**src/rtl/async_queue_enq_arbiter_pkg.sv**
```systemverilog
// Shared types and helpers for the async-queue enqueue arbiter.
package async_arb_pkg;

  typedef enum logic {
    ARB_IDLE   = 1'b0,
    ARB_LOCKED = 1'b1
  } arb_state_e;

  localparam int unsigned QUEUE_W = 32;

  // Counter width helper; never returns zero so single-value counters still get a bit.
  function automatic int unsigned clog2_min1(input int unsigned n);
    return (n <= 1) ? 1 : $clog2(n);
  endfunction

endpackage

```
**src/rtl/async_queue_enq_arbiter_rr_pick.sv**
```systemverilog
// Combinational round-robin picker: rotate the request mask to start at rr_ptr, then take the lowest set bit.
module rr_pick
  import async_arb_pkg::*;
#(
  parameter int unsigned N_REQ = 4,
  parameter int unsigned ID_W  = 2
) (
  input  logic [N_REQ-1:0] req,
  input  logic [ID_W-1:0]  rr_ptr,
  output logic [ID_W-1:0]  grant_id,
  output logic             grant_vld
);

  logic [ID_W:0]      pos [N_REQ];
  logic [N_REQ-1:0]   rot;

  // Modular add without '%' so N_REQ need not be a power of two.
  always_comb begin
    rot = '0;
    for (int unsigned k = 0; k < N_REQ; k++) begin
      pos[k] = {1'b0, rr_ptr} + (ID_W+1)'(k);
      if (pos[k] >= (ID_W+1)'(N_REQ)) begin
        pos[k] = pos[k] - (ID_W+1)'(N_REQ);
      end
      rot[k] = req[pos[k][ID_W-1:0]];
    end
  end

  always_comb begin
    grant_id  = '0;
    grant_vld = 1'b0;
    for (int unsigned k = 0; k < N_REQ; k++) begin
      if (rot[k] && !grant_vld) begin
        grant_vld = 1'b1;
        grant_id  = pos[k][ID_W-1:0];
      end
    end
  end

endmodule

```
**src/rtl/async_queue_enq_arbiter.sv**
```systemverilog
// Packet-granular round-robin arbiter feeding one async-queue enqueue port; tags each beat with the requester ID.
module async_queue_enq_arbiter
  import async_arb_pkg::*;
#(
  parameter int unsigned N_REQ     = 4,
  parameter int unsigned ID_W      = 2,
  parameter int unsigned DATA_W    = 30,
  parameter int unsigned MAX_BEATS = 16
) (
  input  logic                    clock,
  input  logic                    reset,
  input  logic [N_REQ-1:0]        req_valid,
  input  logic [N_REQ*DATA_W-1:0] req_bits,
  input  logic [N_REQ-1:0]        req_last,
  output logic [N_REQ-1:0]        req_ready,
  output logic                    enq_valid,
  output logic [DATA_W+ID_W-1:0]  enq_bits,
  input  logic                    enq_ready,
  input  logic                    arb_enable,
  output logic                    arb_idle,
  output logic                    err_overlong
);

  localparam int unsigned         CNT_W   = clog2_min1(MAX_BEATS);
  localparam logic [CNT_W-1:0]    CNT_MAX = CNT_W'(MAX_BEATS - 1);
  localparam logic [ID_W-1:0]     ID_LAST = ID_W'(N_REQ - 1);

  arb_state_e         state;
  logic [ID_W-1:0]    rr_ptr;
  logic [ID_W-1:0]    lock_id;
  logic [CNT_W-1:0]   beat_cnt;

  logic [ID_W-1:0]    pick_id;
  logic               pick_vld;
  logic [ID_W-1:0]    grant_id;
  logic               grant_vld;
  logic               sel_valid;
  logic               sel_last;
  logic [DATA_W-1:0]  sel_bits;
  logic               fire;

  rr_pick #(
    .N_REQ (N_REQ),
    .ID_W  (ID_W)
  ) u_pick (
    .req       (req_valid),
    .rr_ptr    (rr_ptr),
    .grant_id  (pick_id),
    .grant_vld (pick_vld)
  );

  // Reset gates the grant so every downstream output is quiet while reset is held.
  always_comb begin
    grant_id  = '0;
    grant_vld = 1'b0;
    if (!reset) begin
      if (state == ARB_LOCKED) begin
        grant_id  = lock_id;
        grant_vld = 1'b1;
      end else if (arb_enable) begin
        grant_id  = pick_id;
        grant_vld = pick_vld;
      end
    end
  end

  always_comb begin
    sel_valid = 1'b0;
    sel_last  = 1'b0;
    sel_bits  = '0;
    req_ready = '0;
    for (int unsigned i = 0; i < N_REQ; i++) begin
      if (grant_id == ID_W'(i)) begin
        sel_valid    = req_valid[i];
        sel_last     = req_last[i];
        sel_bits     = req_bits[i*DATA_W +: DATA_W];
        req_ready[i] = enq_ready & grant_vld;
      end
    end
  end

  assign enq_valid = grant_vld & sel_valid;
  assign enq_bits  = {grant_id, sel_bits};
  assign fire      = enq_valid & enq_ready;
  assign arb_idle  = ~reset & (state == ARB_IDLE) & ~(grant_vld & enq_valid);

  always_ff @(posedge clock) begin
    if (reset) begin
      state        <= ARB_IDLE;
      rr_ptr       <= '0;
      lock_id      <= '0;
      beat_cnt     <= '0;
      err_overlong <= 1'b0;
    end else if (fire) begin
      if (sel_last) begin
        state    <= ARB_IDLE;
        rr_ptr   <= (grant_id == ID_LAST) ? '0 : grant_id + ID_W'(1);
        beat_cnt <= '0;
      end else begin
        state   <= ARB_LOCKED;
        lock_id <= grant_id;
        // Saturate and flag rather than break the lock; the sink still sees a whole packet.
        if (beat_cnt == CNT_MAX) begin
          err_overlong <= 1'b1;
        end else begin
          beat_cnt <= beat_cnt + CNT_W'(1);
        end
      end
    end
  end

endmodule

```
**config.mk**
```make
export PLATFORM = sky130hd
export DESIGN_NAME = async_queue_enq_arbiter
export DESIGN_NICKNAME = d
export VERILOG_FILES = /design/src/rtl/async_queue_enq_arbiter_pkg.sv /design/src/rtl/async_queue_enq_arbiter_rr_pick.sv /design/src/rtl/async_queue_enq_arbiter.sv
export SDC_FILE = /design/constraint.sdc
export NUM_CORES = 1
export LEC_CHECK = 0
export ABC_CLOCK_PERIOD_IN_PS = 9500
export CAP_MARGIN = 20
export CORE_UTILIZATION = 32
export CTS_CLUSTER_SIZE = 12
export DETAILED_ROUTE_END_ITERATION = 10
export GPL_ROUTABILITY_DRIVEN = 0
export PLACE_DENSITY = 0.94
export RECOVER_POWER = 50
export SETUP_SLACK_MARGIN = 0.5
export SYNTH_ARGS = -nofsm -noshare
export SYNTH_HDL_FRONTEND = slang
export SYNTH_SLANG_ARGS = --single-unit
```
**constraint.sdc**
```tcl
create_clock -name clock -period 9.5 [get_ports clock]
set_input_delay 2.375 -clock clock [delete_from_list [all_inputs] [get_ports clock]]
set_output_delay 2.375 -clock clock [all_outputs]
set_load 0.1 [all_outputs]
```
==> metrics <==
Avg WL per Cell roughly 16 µm; Distinct cells, synth 40; busiest grt layer met2; clock skew 1.72 ps; DRC 0; Fmax achieved approximately 120 MHz; layout overhead on the synthesized area 107%; Antenna Cells 0; EDFF count, synth 0; initial DRC count 210; share of layout cells above drive strength 1 0.195; Main synth FF type dfxtp_1; path type of the worst setup path primary input to output pin; Hold Path Class flop to flop; DR pass1 iterations 4; final setup violation count 0; Die X approximately 75 µm; Crit path depth 10; Pint roughly 0.17 mW; routed vias/inst 5.52; setup TNS 0 ps; Buffers on Ports between 150 and 200; Flop pwr share 0.119; antenna-violating nets left 0; register area share after synthesis 0.117; critical path's top delay family buffers and inverters; crit end category output pin; Post-CTS Setup Inserts 0; critical path data required time slightly above 7000 ps; initial antenna violation count 0; crit share post-route 0.912; remaining global-route overflow 0; reg2reg start rr_ptr[1]; fin nets roughly 540; FF+latch count, synth 10; die footprint ~5700 µm²; worst reg2reg path depth 10; Post-DP HPWL 5670 µm; Clock transition at path regs 50 ps; Site Rows 26; commonest non-fill, non-tap cells in the layout 130 x clkdlybuf4s50_1, 38 x nand2_1, 32 x buf_4; Initial Util 0.334; Die Span Y roughly 75 µm; met3 Resource Use GR 0.0535; fraction of registers with async set/reset 0; Slew HR 0.228; Post-Syn Area around 1700 µm²; H-tree depth 1; worst-case clock buffer depth 2; Crit. Startpoint req_valid[0]; hold path start err_overlong; drt total wl approximately 7300 µm; clock share of power 0.144; Final Hold Fails 0; met2 GRT Util 0.395; Clk Latency, worst-skew pair between 200 and 250 ps; Max VDD drop 72.8 µV; NetSw approximately 0.2 mW; GR Util All Layers 0.231; status completed; R2R Path End beat_cnt[1]; RSZ-0062 raised after global routing false; total CTS buffers 3; Leak Pwr roughly 1.3 nW; Tot Pwr ~0.37 mW; Worst R2R Setup Slack 5430 ps; max cap viols 0; Crit-path slowest cell dlygate4sd3_1; Tmin final about 8700 ps; CP Capture Point enq_bits[5]; Worst Max-Slew Pin Slew 1160 ps; Post-Syn Instances 244; CTS root buf clkbuf_8; total core area between 5000 and 6000 µm²; clock net sink count 10; Syn Area/Cell between 7 and 8 µm²; synth warn 0; Bufs and invs on worst path 3; routed vias ~2600; switching fraction of total power 0.537; Comb pwr share 0.737; CTS Hold Bufs 0; post-CTS sizing 0; first-pass GRT wire length 10300 µm; WP data arrival around 6300 ps; Final Max Tran Viols 0; Mapped Nets 381; met1 Track Usage GR 0.297; CTS tree built; IO Pins ~170; CP peak stage delay between 700 and 800 ps; most common cell after layout, fill and taps aside clkdlybuf4s50_1; largest net degree at the start of global routing 51; number of global-route vias before repair 2247; worst-path cell chain dlygate4sd3_1 -> or4bb_1 -> o31ai_1 -> o2111ai_1 -> a21oi_1 -> ha_1 -> buf_4 -> nand2_1 -> o31ai_2 -> clkbuf_2; CP max FO 50; pwr/cell area roughly 110 nW/µm²; Setup crit start kind primary input
-- power groups by stage --
| stage | logic (mW) | registers (mW) | clock network (mW) |
|---|---|---|---|
| after global placement | 0.275 | 0.0450 | 0 |
| after global routing | 0.286 | 0.0445 | 0.0581 |
| after detailed placement | 0.278 | 0.0451 | 0 |
| after CTS | 0.278 | 0.0443 | 0.0547 |
| final | 0.275 | 0.0443 | 0.0538 |
| after floorplan | 0.185 | 0.0447 | 0 |
-- sequential cells by signal, indices dropped and copies added (netlist names) --
name and flops:
lock_id 2, beat_cnt 4, err_overlong 1, state 1, rr_ptr 2
-- cells in the mapped netlist, types with 3 or more instances --
master	count	area share
nand2_1	38	0.083
nor2b_1	32	0.12
o31ai_1	32	0.14
a221oi_1	30	0.15
clkbuf_1	19	0.042
dfxtp_1	10	0.12
a211oi_1	8	0.035
inv_1	8	0.018
o21ai_0	6	0.018
ha_1	5	0.036
a21oi_1	4	0.012
a31oi_1	4	0.015
and2_1	4	0.015
buf_2	4	0.012
nor2_1	4	0.0088
a211o_1	3	0.015
and3_1	3	0.011
-- stage by stage --
step | hold slack, ps | worst slack, ps | cells | utilization | cell area, µm²
finish | 495 | 838 | 469 | 0.689 | 3540
detailed placement | 479 | 1190 | 465 | 0.684 | 3520
floorplan | 467 | 599 | 244 | - | 1870
global placement | 476 | 1350 | 465 | 0.684 | 3520
CTS | 507 | 1170 | 469 | 0.695 | 3570
global route | 550 | 610 | 469 | 0.689 | 3540
-- worst min path at each step --
stage              endpoint  cells past startpoint  slack [ps]
4_1_cts        err_overlong                      2         510
3_3_place_gp   err_overlong                      2         480
3_5_place_dp   err_overlong                      2         480
6_report       err_overlong                      2         500
2_1_floorplan   beat_cnt[1]                      2         470
5_1_grt        err_overlong                      2         550
-- worst register-to-register path, cell delays in order (launching register included) --
cell and delay [ps]:
dfxtp_1 360, or4bb_1 550, o31ai_1 100, o2111ai_1 220
a21oi_1 300, ha_1 650, buf_4 640, a211oi_1 170
a211o_1 430, a211oi_1 390, o32ai_1 140
-- kinds of logic after synthesis --
family | count (synthesis) | synth area share
adder cells (fa/ha/maj) | 5 | 0.0365
multiplexers | 2 | 0.0117
buffers and inverters | 31 | 0.0708
flip-flops | 10 | 0.117
AO/OA/AOI/OAI | 99 | 0.451
AND/OR/NAND/NOR | 97 | 0.313
-- layout make-up --
class	count	area [µm²]
Tap cell	70	87.6
Multi-Input combinational cell	203	1550
Fill cell	417	1600
Inverter	8	30.0
Sequential cell	10	200
Clock buffer	4	55.1
Timing Repair Buffer	174	1620
-- layer usage --
| layer | part of all wire | routed length [µm] | vias up |
|---|---|---|---|
| li1 | - | - | 1259 |
| met1 | 0.41 | 2980 | 1185 |
| met2 | 0.50 | 3630 | 138 |
| met3 | 0.088 | 644 | 6 |
| met4 | 0.0093 | 68 | 0 |
| met5 | 0 | 0 | - |
Power figures use the tool's default switching activity.
